--- config.mk ---
export PLATFORM = sky130hd
export DESIGN_NAME = mult_seq_flat
export DESIGN_NICKNAME = d
export VERILOG_FILES = /design/src/rtl/mult_pkg.sv /design/src/rtl/mult_seq_if.sv /design/src/rtl/cond_neg.sv /design/src/rtl/mult_seq.sv /design/src/flat_wrapper.sv
export SDC_FILE = /design/constraint.sdc
export NUM_CORES = 1
export LEC_CHECK = 0
export BUFFER_PORTS_ARGS = -buffer_cell sky130_fd_sc_hd__buf_4
export CORE_MARGIN = 2
export CORE_UTILIZATION = 50
export CTS_CLUSTER_DIAMETER = 150
export DETAILED_ROUTE_END_ITERATION = 16
export GPL_TIMING_DRIVEN = 0
export PLACE_DENSITY = 0.71
export SLEW_MARGIN = 25
export SYNTH_ARGS = -nofsm -noshare
export SYNTH_HDL_FRONTEND = slang
export SYNTH_SLANG_ARGS = --single-unit
--- constraint.sdc ---
create_clock -name clk -period 8.5 [get_ports clk]
set_clock_uncertainty 0.15 [all_clocks]
set_input_delay 1.7 -clock clk [delete_from_list [all_inputs] [get_ports clk]]
set_output_delay 1.7 -clock clk [all_outputs]
set_load 0.005 [all_outputs]
--- src/rtl/mult_pkg.sv ---
// rtl/mult_pkg.sv - shared types and helpers for the iterative multiplier
package mult_pkg;

  typedef enum logic [1:0] {
    IDLE,
    CALC,
    FIX
  } state_t;

  // Counter must hold the value WIDTH itself, hence WIDTH+1.
  function automatic int cnt_w(input int width);
    return $clog2(width + 1);
  endfunction

endpackage

--- src/rtl/mult_seq_if.sv ---
// rtl/mult_seq_if.sv - start/done handshake bundle between controller and multiplier
interface mult_seq_if #(
  parameter int WIDTH = 32
);

  logic               start;
  logic               sgn;
  logic [WIDTH-1:0]   a;
  logic [WIDTH-1:0]   b;
  logic               busy;
  logic               done;
  logic [2*WIDTH-1:0] z;

  modport master (
    output start, sgn, a, b,
    input  busy, done, z
  );

  modport slave (
    input  start, sgn, a, b,
    output busy, done, z
  );

endinterface

--- src/rtl/cond_neg.sv ---
// rtl/cond_neg.sv - combinational conditional two's-complement negate
module cond_neg #(
  parameter int N = 32
) (
  input  logic         en,
  input  logic [N-1:0] x,
  output logic [N-1:0] y
);

  assign y = en ? (~x + {{(N-1){1'b0}}, 1'b1}) : x;

endmodule

--- src/rtl/mult_seq.sv ---
// rtl/mult_seq.sv - shift-add multiplier, one partial-product bit per cycle
module mult_seq
  import mult_pkg::*;
#(
  parameter int WIDTH = 32
) (
  input  logic       clk,
  input  logic       reset,
  mult_seq_if.slave  bus
);

  localparam int CW = cnt_w(WIDTH);

  state_t             state;
  logic [CW-1:0]      cnt;
  logic [WIDTH-1:0]   mcand;
  logic [WIDTH-1:0]   hi;
  logic [WIDTH-1:0]   lo;
  logic               neg;
  logic [WIDTH-1:0]   a_mag;
  logic [WIDTH-1:0]   b_mag;
  logic [2*WIDTH-1:0] z_fix;
  logic [WIDTH:0]     sum;

  cond_neg #(.N(WIDTH)) u_neg_a (
    .en (bus.sgn & bus.a[WIDTH-1]),
    .x  (bus.a),
    .y  (a_mag)
  );

  cond_neg #(.N(WIDTH)) u_neg_b (
    .en (bus.sgn & bus.b[WIDTH-1]),
    .x  (bus.b),
    .y  (b_mag)
  );

  cond_neg #(.N(2*WIDTH)) u_neg_z (
    .en (neg),
    .x  ({hi, lo}),
    .y  (z_fix)
  );

  // lo doubles as the multiplier shift register; product bits enter from the top.
  assign sum = {1'b0, hi} + (lo[0] ? {1'b0, mcand} : {(WIDTH+1){1'b0}});

  always_ff @(posedge clk or negedge reset) begin
    if (!reset) begin
      state    <= IDLE;
      cnt      <= '0;
      mcand    <= '0;
      hi       <= '0;
      lo       <= '0;
      neg      <= 1'b0;
      bus.busy <= 1'b0;
      bus.done <= 1'b0;
      bus.z    <= '0;
    end else begin
      bus.done <= 1'b0;
      case (state)
        IDLE: begin
          if (bus.start) begin
            mcand    <= a_mag;
            lo       <= b_mag;
            hi       <= '0;
            neg      <= bus.sgn & (bus.a[WIDTH-1] ^ bus.b[WIDTH-1]);
            cnt      <= CW'(WIDTH);
            bus.busy <= 1'b1;
            state    <= CALC;
          end
        end
        CALC: begin
          hi  <= sum[WIDTH:1];
          lo  <= {sum[0], lo[WIDTH-1:1]};
          cnt <= cnt - CW'(1);
          if (cnt == CW'(1)) begin
            state <= FIX;
          end
        end
        FIX: begin
          bus.z    <= z_fix;
          bus.done <= 1'b1;
          bus.busy <= 1'b0;
          state    <= IDLE;
        end
        default: state <= IDLE;
      endcase
    end
  end

endmodule

--- src/flat_wrapper.sv ---
// flat-port wrapper written by rule: the top's interface ports become plain ports
module mult_seq_flat import mult_pkg::*;
#(
  parameter int WIDTH = 32
)
  (clk, reset, bus_start, bus_sgn, bus_a, bus_b, bus_busy, bus_done, bus_z);
  mult_seq_if #(.WIDTH(WIDTH)) bus_i ();
  input  logic clk;
  input  logic reset;
  input wire logic [$bits(bus_i.start)-1:0] bus_start;
  input wire logic [$bits(bus_i.sgn)-1:0] bus_sgn;
  input wire logic [$bits(bus_i.a)-1:0] bus_a;
  input wire logic [$bits(bus_i.b)-1:0] bus_b;
  output wire logic [$bits(bus_i.busy)-1:0] bus_busy;
  output wire logic [$bits(bus_i.done)-1:0] bus_done;
  output wire logic [$bits(bus_i.z)-1:0] bus_z;
  assign bus_i.start = bus_start;
  assign bus_i.sgn = bus_sgn;
  assign bus_i.a = bus_a;
  assign bus_i.b = bus_b;
  assign bus_busy = bus_i.busy;
  assign bus_done = bus_i.done;
  assign bus_z = bus_i.z;
  mult_seq #(.WIDTH(WIDTH)) u_core (.clk(clk), .reset(reset), .bus(bus_i));
endmodule
# ---- After elaboration in Yosys (flattened, before gate mapping)
# Cells that the tools add are included.
dict set report word_totals {
  reg_bits 171
  latchBits 0
  mem_bits_rw 0
  rom_bits 0
  in_bits 68
  word_cells 49
  n_memories 0
}
dict set report op_classes {
  n_addsub 5
  mul 0
  div 0
  n_lt_le_gt_ge 0
  eq_ne 5
  shift 0
  mux 16
  bitwise 7
  reduce_logical 7
}
# operator count
set ops {}
lappend ops {{$mux W32} 5}
lappend ops {{$pmux W32 S2} 2}
lappend ops {{$add A32 B1 Y32 const B} 2}
lappend ops {{$add A64 B1 Y64 const B} 1}
lappend ops {{$mux W64} 1}
lappend ops {{$not A32 Y32} 2}
lappend ops {{$not A64 Y64} 1}
lappend ops {{$add A32 B33 Y33} 1}
lappend ops {{$pmux W6 S2} 1}
lappend ops {{$reduce_and A2 Y1} 4}
lappend ops {{$eq A6 B1 Y1 const B} 1}
lappend ops {{$mux W6} 1}
lappend ops {{$sub A6 B1 Y6 const B} 1}
lappend ops {{$mux W2} 2}
lappend ops {{$pmux W2 S2} 1}
lappend ops {{$reduce_bool A2 Y1} 2}
lappend ops {{$and A1 B1 Y1} 3}
lappend ops {{$eq A2 B1 Y1 const B} 1}
lappend ops {{$eq A2 B2 Y1 const B} 1}
lappend ops {{$logic_not A2 Y1} 1}
lappend ops {{$mux W1} 2}
lappend ops {{$ne A2 B1 Y1 const B} 1}
lappend ops {{$ne A2 B2 Y1 const B} 1}
lappend ops {{$pmux W1 S2} 1}
lappend ops {{$xor A1 B1 Y1} 1}

# ---- Depth between registers and ports, before layout
# Gate-level depths: netlist of run 1.
dict set report depth {
  ltp_word 5
  mapped_depth 12
  depth_no_buf 11
}

# ---- Hierarchy
# From an unflattened synthesis of run 1, not the netlist that was laid out.
dict set report unflattened {
  cells_unflattened 1298
  area_unflattened_um2 12091.6
}
# module n_inst cells_each area_per_inst_um2 seq_area_each_um2
set modules_own_cells {}
lappend modules_own_cells {mult_seq 1 894 8888.5 4279.1}
lappend modules_own_cells {{cond_neg at u_core.u_neg_z} 1 206 1649.1 0.0}
lappend modules_own_cells {{cond_neg at u_core.u_neg_a ...} 2 99 777.0 0.0}

# ---- Least setup slack after synthesis of run 1
# OpenSTA, ideal clock, no wires.
dict set report synth_path {
  path_type {input -> register}
  startpoint {input bus_b[16]}
  endpoint {register u_core.lo[30]}
  setup_time_ns 0.135
  arrival_ns 3.566
  path_slack_ns 4.649
  stages 7
  path_buffers 0
  cell_sequence {or3_1 > or4b_1 > or3_1 > nor4_2 > a21oi_1 > xnor2_1 > o21ai_0}
}
dict set report synth_between {
  elab_chain_len 5
}
# element line_no
set synth_lines {}
lappend synth_lines {{start, declared} flat_wrapper.sv:13} ;# input wire logic [$bits(bus_i.b)-1:0] bus_b;
lappend synth_lines {{$not A32 Y32} cond_neg.sv:10} ;# assign y = en ? (~x + {{(N-1){1'b0}}, 1'b1}) : x;
lappend synth_lines {{$add A32 B1 Y32} cond_neg.sv:10}
lappend synth_lines {{$mux W32} cond_neg.sv:10}
lappend synth_lines {{$mux W32} mult_seq.sv:61} ;# if (bus.start) begin
lappend synth_lines {{$pmux W32 S2} mult_seq.sv:59} ;# case (state)
lappend synth_lines {{end signal, assigned} mult_seq.sv:63} ;# lo <= b_mag;
lappend synth_lines {{end signal, assigned} mult_seq.sv:73} ;# lo <= {sum[0], lo[WIDTH-1:1]};
lappend synth_lines {{end, declared} mult_seq.sv:18} ;# logic [WIDTH-1:0] lo;
# No other way between the ends. The select of a mux whose other input is x is not followed.
# A chain may end at the register's enable or synchronous reset.

# ---- Final worst setup path of run 1
dict set report layout_path {
  startpoint {register u_core.lo[0]}
  endpoint {register u_core.hi[31]}
}
dict set report layout_between {
  elab_chain_len 3
}
# element line_no
set layout_lines {}
lappend layout_lines {{$mux W32} mult_seq.sv:44} ;# assign sum = {1'b0, hi} + (lo[0] ? {1'b0, mcand} : {(WIDTH+1){1'b0}});
lappend layout_lines {{$add A32 B33 Y33} mult_seq.sv:44}
lappend layout_lines {{$pmux W32 S2} mult_seq.sv:59}
lappend layout_lines {{end signal, assigned} mult_seq.sv:72} ;# hi <= sum[WIDTH:1];
lappend layout_lines {{end, declared} mult_seq.sv:17} ;# logic [WIDTH-1:0] hi;
# No other way between the ends.

==> results.py, run 1 <==
metrics = {
    "final_layout": {
        "antennaDiodeCount": 0,
        "layout.nets": 1532,
        "syn_to_final_growth_pct": 18.32,
        "drive_gt1_share_pct": 13.41,
        "stdcell_area_sq_um": 12970,
        "fill_cells": 1988,
    },
    "detailed_routing": {
        "dr.pass1.iters": 5,
        "routedWlPerCell_um": 18.14,
        "wl_um": 31180,
        "vias_per_cell": 5.832,
        "vias": 10026,
        "drc_errors": 0,
        "final_antenna_net_count": 0,
        "drtIter0Drc": 839,
    },
    "worst_setup_path": {
        "setup.worst_path.start_class": "register",
        "crit_type": "reg -> reg",
        "end_kind": "register",
        "worstPathRequired_ns": 8.71,
        "cp_max_fo": 10,
        "cp.arrival_ns": 4.50,
    },
    "synthesis": {
        "synth_area_per_cell_sq_um": 8.617,
        "yosys.area.top_type_share_pct": 39.04,
        "synthArstFlopShare_pct": 100.0,
        "post-synth-top-area-cell": "dfrtp_1",
        "post-synth-top-count-cell": "nand2_1",
        "yosys_most_used_dff": "dfrtp_1",
        "netlist_area_sq_um": 10960,
        "ys_warn_count": 0,
        "syn_inst": 1272,
        "synth.area.top_cells": "dfrtp_1, o21ai_0, xor2_1",
        "yosysSeqAreaShare_pct": 39.04,
        "synth.net_count": 1378,
        "ys_seq_elements": 171,
        "synth_edf_count": 0,
        "synth_commonest_cells": "nand2_1, o21ai_0, dfrtp_1",
        "synth_cell_types": 72,
    },
    "floorplan": {
        "chipWidth_um": 152.1,
        "row_count": 54,
        "core_sq_um": 21690,
        "start_util_pct": 50.54,
        "dieArea_sq_um": 23120,
        "io_pins": 134,
        "die_y_um": 152.1,
    },
    "sta": {
        "setup_viol": 0,
        "fmax_mhz": 233.2,
        "fin_crit_ns": 4.289,
        "relSlewSlack_pct": 29.56,
        "slew_viol_final": 0,
        "setup_tns_ns": 0,
        "finalHoldViolCount": 0,
        "worst-slew-pin-transition_ns": 1.043,
        "post-route-period-util_pct": 50.46,
        "rsz0062_at_grt": "no",
    },
    "clock_tree": {
        "cts_resized": 0,
        "clk_pin_slew_worst_paths_ns": 0.07,
        "clockBufferDepth": 2,
        "ctsHoldBuffers": 0,
        "numCtsBuffers": 17,
        "cts_tree": "yes",
        "cts-htree-levels": 4,
        "clock-sinks": 171,
        "insertion_delay_ns": 0.44,
        "cts_root_buf": "clkbuf_16",
        "cts_setup_buffers": 0,
    },
    "global_route": {
        "grt_pass1_wl_um": 50270,
        "antenna_found_initial": 0,
        "grt_max_degree": 79,
        "grt_usage_pct": 26.84,
        "grt_overflow": 0,
        "first_global_vias": 9438,
    },
    "job": {
        "drv_cap": 0,
    },
    "status": {
        "status": "finished, final reports clean",
    },
    "pwr": {
        "p_total_mw": 4.161,
        "ir_drop_mv": 0.1553,
        "power_density_nw_per_um2": 320.9,
        "total_leakage_power_nw": 5.649,
    },
    "placement": {
        "dpl_cell_area_sq_um": 12370,
        "hpwl_um": 24350,
        "gp_congestion": 0.9514,
        "port_buffers": 133,
    },
    "hold_path": {
        "min_path_type": "reg -> reg",
    },
}
==> through the flow <==
step / std cells / util [%] / setup slack (ns) / hold WS [ns]
final: 1719 / 59.80 / 4.211 / 0.3229
after global routing: 1719 / 59.80 / 3.911 / 0.3417
after detailed placement: 1687 / 57.04 / 4.121 / 0.3125
after CTS: 1719 / 59.80 / 4.247 / 0.3275
after floorplan: 1272 / - / 4.649 / 0.2876
after global placement: 1685 / 56.76 / 4.146 / 0.3043
==> sequential cells by signal, summed over array words and instances (netlist names) <==
register	cells
u_core.hi	32
u_core.cnt	6
u_core.bus.done	1
u_core.bus.busy	1
u_core.mcand	32
u_core.lo	32
u_core.neg	1
u_core.bus.z	64
u_core.state	2
==> final cells by class <==
class	instances	area (sq um)	area share, %
multi-input combinational	1013	6350	48.96
clock inverter	15	171.4	1.322
tap	280	350.3	2.701
timing repair buffer	135	1061	8.181
sequential	171	4279	33.00
clock buffer	17	425.4	3.280
inverter	20	75.07	0.5789
buffer	68	256.5	1.978
==> worst paths after layout <==
path | end | startpoint | cells after the start | slack, ns
setup reg to reg | u_core.hi[31] | u_core.lo[0] | 12 | 4.21
hold / removal | u_core.mcand[17] | u_core.mcand[17] | 2 | 0.32
min in group asynchronous | u_core.mcand[9] | reset | 1 | 0.99
max in group asynchronous | u_core.bus.z[4] | reset | 3 | 6.24
setup / recovery | u_core.hi[31] | u_core.lo[0] | 12 | 4.21
hold reg to reg | u_core.mcand[17] | u_core.mcand[17] | 2 | 0.32
==> report_power, final <==
| group | leakage [nW] | switching [mW] | internal [mW] |
|---|---|---|---|
| sequential | 2.20 | 0.383 | 1.12 |
| clock | 0.291 | 0.378 | 0.421 |
| combinational | 3.16 | 1.07 | 0.783 |
| total | 5.65 | 1.83 | 2.33 |
==> per-layer routing <==
metal  GRT usage, %  up-vias  part of all wire (%)
met3          3.651       48                   6.6
met5              0        -                     0
met4          7.655        0                   2.0
met2          40.73      347                    45
met1          40.25     4744                    47
li1               -     4887                     -
==> critical path, cell delays in order, from the launching register on <==
cell and delay [ns]:
dfrtp_1 0.58, clkbuf_1 0.30, and2_1 0.24, ha_1 0.18, inv_1 0.06, fa_1 0.40, nor2b_1 0.17, o2111ai_1 0.17
a21oi_1 0.39, o31ai_1 0.23, o41ai_1 0.94, a221oi_1 0.18, o21ai_0 0.20
==> cells by family after synthesis <==
logic type,share of synthesized area (%)
AOI/OAI and AO/OA,22.15
adders and majority gates,4.406
muxes,0.1827
buffers and inverters,3.025
xor gates and xnor gates,11.35
and+or+nand+nor,19.85
DFF,39.04
==> layout by cell type, fill, tap and decap left out, types with 5 or more instances in the layout <==
cell / instances
xor2_1: 92
nor2b_1: 7
buf_1: 6
clkbuf_1: 61
nor4_1: 12
nor3_1: 18
nor3b_1: 6
a21o_1: 11
nand4_1: 7
dfrtp_1: 171
and2_1: 38
o211ai_1: 5
inv_1: 20
a21oi_1: 60
or4_1: 14
ha_1: 37
a221o_1: 5
nor2_1: 59
o22ai_1: 5
buf_4: 132
o31ai_1: 23
xnor2_1: 50
o21ai_1: 7
nand2_1: 189
clkbuf_16: 17
inv_8: 5
and3_1: 13
o21ai_0: 183
a22oi_1: 25
o21a_1: 5
a31oi_1: 7
o41ai_1: 15
nand2b_1: 8
nand3_1: 23
or3_1: 16
or2_2: 5
No activity file was read; power rests on OpenSTA's default activity.
==> inputs of run 2 (changes only) <==
Clock period 8.5 ns to 4.3 ns, I/O delays scaled along.
==> run 2 against run 1 <==
  * Setup slack worse by 3.9 ns
  * Via count is 0.36% lower
  * Maximum frequency up 7.9%
  * Die area stayed put
  * Power is 98% higher
  * First-iteration DRC count decreased by 0.48%
  * Register-to-register slack lost 3.9 ns
  * Routed wire length unchanged
  * Sequential share of layout area about the same
  * Utilization hardly changed
  * Hold slack got worse by 0.18 ns
  * Sequential power is 97% higher
  * Critical endpoint unchanged
  * Highest routed layer unchanged
==> results.py, run 2 (synthesis gave the netlist of run 1 again) <==
metrics = {
    "sta": {
        "relSlewSlack_pct": 45.42,
        "slew_viol_final": 0,
        "post-route-period-util_pct": 92.40,
        "setup_viol": 0,
        "fmax_mhz": 251.7,
        "setup_tns_ns": 0,
        "fin_crit_ns": 3.973,
        "finalHoldViolCount": 0,
        "worst-slew-pin-transition_ns": 0.8157,
        "rsz0062_at_grt": "no",
    },
    "final_layout": {
        "layout_commonest_cell": "nand2_1",
        "largest_reg_flops": 64,
        "final_util_pct": 59.83,
        "multi_input_area_sq_um": 6357,
        "drive_gt1_share_pct": 13.48,
        "layout.nets": 1532,
        "antennaDiodeCount": 0,
        "seqCellArea_sq_um": 4279,
        "final_cell_mix": "nand2_1, o21ai_0, dfrtp_1",
        "top_register": "u_core.bus.z",
        "fill_cells": 1987,
        "syn_to_final_growth_pct": 18.39,
    },
    "worst_setup_path": {
        "crit_buf_inv": 2,
        "cp.arrival_ns": 4.19,
        "regToRegSetupSlack_ns": 0.33,
        "worst_path_max_delay_cell": "o41ai_2",
        "cp_max_fo": 10,
        "crit_type": "reg -> reg",
        "end_kind": "register",
        "critical_path.max_stage_delay_ns": 0.65,
        "setup.worst_path.start_class": "register",
        "crit_family": "compound AO/OA/AOI/OAI gates",
        "worstPathRequired_ns": 4.51,
        "path_cells": "clkbuf_1 -> and2_1 -> ha_1 -> inv_1 -> fa_1 -> nor2b_1 -> o2111ai_1 -> a21oi_1 -> o31ai_1 -> o41ai_2 -> a221oi_1 -> o21ai_0",
    },
    "clock_tree": {
        "clock-sinks": 171,
        "cts-htree-levels": 4,
        "ctsHoldBuffers": 0,
        "cts_root_buf": "clkbuf_16",
        "clockBufferDepth": 2,
        "cts_tree": "yes",
        "insertion_delay_ns": 0.45,
        "clk_pin_slew_worst_paths_ns": 0.07,
        "numCtsBuffers": 17,
    },
    "floorplan": {
        "die_y_um": 152.1,
        "io_pins": 134,
        "chipWidth_um": 152.1,
        "core_sq_um": 21690,
        "dieArea_sq_um": 23120,
        "start_util_pct": 50.54,
        "row_count": 54,
    },
    "global_route": {
        "grt_usage_pct": 26.84,
        "grt_max_degree": 79,
        "grt_overflow": 0,
        "first_global_vias": 9438,
        "met2_usage_pct": 40.73,
        "top_usage_layer": "met2",
        "use_met3_pct": 3.651,
        "grt_pass1_wl_um": 50270,
        "antenna_found_initial": 0,
        "met1_usage_pct": 40.25,
    },
    "placement": {
        "hpwl_um": 24350,
        "gp_congestion": 0.9514,
        "port_buffers": 133,
    },
    "detailed_routing": {
        "routedWlPerCell_um": 18.14,
        "drc_errors": 0,
        "drtIter0Drc": 835,
        "vias_per_cell": 5.812,
        "final_antenna_net_count": 0,
        "wl_um": 31180,
        "vias": 9990,
        "dr.pass1.iters": 5,
    },
    "pwr": {
        "switchingPower_mw": 3.632,
        "clockPowerShare_pct": 19.2,
        "ir_drop_mv": 0.3090,
        "total_leakage_power_nw": 5.655,
        "power_frac_seq_pct": 36.2,
        "p_int_mw": 4.601,
        "combPwrFrac_pct": 44.6,
        "p_sw_share_pct": 44.12,
        "power_density_nw_per_um2": 634.5,
    },
    "status": {
        "status": "finished, final reports clean",
    },
    "job": {
        "drv_cap": 0,
    },
    "hold_path": {
        "min_path_type": "in -> async",
    },
}
==> run 2: per-layer routing <==
layer,part of all wire (%),vias to the layer above
met3,6.4,43
li1,-,4893
met2,44,352
met1,47,4702
met4,2.0,0
met5,0,-
==> run 2: worst paths after layout <==
path	startpoint	endpoint	depth (start not counted)
min reg2reg	u_core.mcand[5]	u_core.mcand[5]	2
min in group clk	u_core.mcand[5]	u_core.mcand[5]	2
max reg2reg	u_core.lo[0]	u_core.hi[31]	12
max in group asynchronous	reset	u_core.bus.z[34]	3
max	u_core.lo[0]	u_core.hi[31]	12
min	reset	u_core.mcand[9]	1
==> run 2: power groups by stage <==
stage / Sequential (mW) / Clock, mW / Combinational (mW)
after floorplan: 2.72 / 0 / 2.54
after global placement: 2.96 / 0 / 3.55
after detailed placement: 2.98 / 0 / 3.62
after CTS: 2.95 / 1.60 / 3.65
after global routing: 3.06 / 1.67 / 4.11
final: 2.98 / 1.58 / 3.67
==> run 2: area by class of cell <==
type                    count  share of cell area [%]
well taps                 280                   2.700
plain buffers              68                   1.977
flip-flops and latches    171                   32.98
clock buffers              17                   3.278
multi-input cells        1013                   48.99
inverters                  20                  0.5785
repair buffers            135                   8.177
clock inverters            15                   1.321
==> run 2: timing repair <==
item / CTS / global route
setup buffers: 0 / 0
gates resized for setup: 0 / 1
setup endpoints to repair: 0 / 3
==> run 2: through the flow <==
stage | hold WS (ns) | area (sq um) | std cells | worst slack, ns | power [mW]
after global placement | 0.3043 | 12310 | 1685 | 0.05174 | 6.510
final | 0.1453 | 12980 | 1719 | 0.3268 | 8.234
after floorplan | 0.2876 | 10960 | 1272 | 1.191 | 5.265
after detailed placement | 0.3125 | 12370 | 1687 | 0.07927 | 6.605
after CTS | 0.1650 | 12970 | 1719 | 0.04669 | 8.197
after global routing | 0.1685 | 12980 | 1719 | 0.05825 | 8.840
==> inputs of run 3 (changes only) <==
Settings changed: BUFFER_PORTS_ARGS -buffer_cell sky130_fd_sc_hd__buf_4 to unset, DONT_BUFFER_PORTS set to 1, PLACE_DENSITY 0.71 to 0.66.
==> run 3 against run 2 <==
  * The run now ends with hold timing left
  * Via count is 5.0% lower
  * Register-to-register slack improved by 0.09 ns
  * Design area fell by 8.1%
  * Critical path type unchanged
==> results.py, run 3 (synthesis gave the netlist of run 1 again) <==
metrics = {
    "worst_setup_path": {
        "end_kind": "register",
        "cp.arrival_ns": 4.10,
        "worst_path_max_delay_cell": "o41ai_2",
        "worstPathRequired_ns": 4.51,
        "critical_path.max_stage_delay_ns": 0.62,
        "path_cells": "clkbuf_1 -> and2_1 -> ha_1 -> inv_1 -> fa_1 -> nor2b_1 -> o2111ai_1 -> a21oi_1 -> o31ai_1 -> o41ai_2 -> a221oi_1 -> o21ai_0",
        "rr_worst_depth": 12,
        "regToRegSetupSlack_ns": 0.41,
        "crit_type": "reg -> reg",
        "setup.worst_path.start_class": "register",
        "cp_max_fo": 10,
    },
    "sta": {
        "relSlewSlack_pct": 43.56,
        "timing.hold.ws_ns": -0.03718,
        "finalHoldViolCount": 151,
        "fmax_mhz": 257.4,
        "setup_tns_ns": 0,
        "post-route-period-util_pct": 90.36,
        "slew_viol_final": 0,
        "rsz0062_at_grt": "no",
        "worst-slew-pin-transition_ns": 0.8389,
        "fin_crit_ns": 3.885,
        "setup_viol": 0,
    },
    "global_route": {
        "met1_usage_pct": 39.32,
        "use_met3_pct": 5.533,
        "grt_pass1_wl_um": 49400,
        "met2_usage_pct": 40.24,
        "top_usage_layer": "met2",
        "grt_max_degree": 172,
        "first_global_vias": 8994,
        "antenna_found_initial": 0,
        "grt_usage_pct": 26.71,
        "grt_overflow": 0,
    },
    "floorplan": {
        "chipWidth_um": 152.1,
        "core_sq_um": 21690,
        "row_count": 54,
        "die_y_um": 152.1,
        "start_util_pct": 50.54,
        "io_pins": 134,
        "dieArea_sq_um": 23120,
    },
    "detailed_routing": {
        "drtIter0Drc": 703,
        "vias": 9487,
        "final_antenna_net_count": 0,
        "dr.pass1.iters": 5,
        "wl_um": 30660,
        "drc_errors": 0,
        "routedWlPerCell_um": 19.35,
        "vias_per_cell": 5.989,
    },
    "final_layout": {
        "layout.nets": 1397,
        "top_register": "u_core.bus.z",
        "final_cell_mix": "nand2_1, o21ai_0, dfrtp_1",
        "antennaDiodeCount": 0,
        "largest_reg_flops": 64,
        "drive_gt1_share_pct": 4.525,
        "layout_commonest_cell": "nand2_1",
        "syn_to_final_growth_pct": 8.812,
    },
    "clock_tree": {
        "insertion_delay_ns": 0.44,
        "cts_root_buf": "clkbuf_16",
        "clk_pin_slew_worst_paths_ns": 0.07,
        "clockBufferDepth": 2,
        "cts-htree-levels": 4,
        "numCtsBuffers": 17,
        "clock-sinks": 171,
        "cts_setup_buffers": 0,
        "cts_tree": "yes",
    },
    "job": {
        "drv_cap": 0,
    },
    "pwr": {
        "total_leakage_power_nw": 4.962,
        "power_density_nw_per_um2": 665.0,
        "ir_drop_mv": 0.3091,
    },
    "hold_path": {
        "min_path_type": "in -> async",
    },
    "placement": {
        "port_buffers": 0,
        "gp_congestion": 0.9381,
        "hpwl_um": 23610,
    },
    "status": {
        "status": "finished, violations left",
        "violations": "hold timing",
    },
}
==> run 3: cell count changes in the layout (fill, tap and decap cells not counted), sizes merged <==
cell | previous run | this run
clkbuf | 78 | 79
buf | 142 | 7
bufinv | 1 | 2
clkinv | 4 | 2
==> run 3: area by class of cell <==
cell class                 count  area, sq um
clock buffer                  18        439.2
tap                          280        350.3
buffer                        68        256.5
multi-input combinational   1013         6357
fill                        2037         9762
sequential                   171         4279
inverter                      20        75.07
clock inverter                14        168.9
==> run 3: metrics by stage <==
stage	setup WS [ns]	instance area, sq um	utilization (%)	power [mW]	cells
2_1_floorplan	1.191	10960	-	5.265	1272
3_3_place_gp	0.08829	11310	52.15	6.212	1552
3_5_place_dp	0.06164	11310	52.15	6.282	1552
4_1_cts	0.05068	11920	54.96	7.897	1584
5_1_grt	0.1672	11930	54.99	8.545	1584
6_report	0.4146	11930	54.99	7.931	1584
==> run 3: where the power goes <==
part	total, mW	internal [mW]	switching, mW
logic	3.30	1.32	1.98
registers	3.01	2.22	0.789
clock network	1.62	0.894	0.722
==> run 3: layer usage <==
layer / part of all wire (%) / wire length (um) / vias to the layer above
met5: 0 / 0 / -
met4: 1.4 / 414 / 0
met3: 6.7 / 2063 / 25
met2: 44 / 13550 / 319
met1: 48 / 14630 / 4529
li1: - / - / 4614
==> run 3: critical path, delay by kind of cell (launching register included) <==
| family | cells | cell delay (ns) |
|---|---|---|
| buf+inv | 2 | 0.35 |
| simple gates | 2 | 0.39 |
| compound gates | 6 | 1.77 |
| flops | 1 | 0.56 |
| fa+ha+maj | 2 | 0.59 |
==> run 3: path summary, 6_finish.rpt <==
kind | endpoint | from
setup / recovery | u_core.hi[31] | u_core.lo[0]
hold / removal | u_core.mcand[14] | reset
setup reg to reg | u_core.hi[31] | u_core.lo[0]
hold reg to reg | u_core.mcand[0] | u_core.mcand[0]
max in group asynchronous | u_core.bus.z[3] | reset
min in group clk | u_core.mcand[0] | u_core.mcand[0]
==> run 3: repair_timing <==
action,4_1_cts,5_1_grt
resized for setup,0,1
hold endpoints to repair,171,171
setup endpoints to repair,0,3
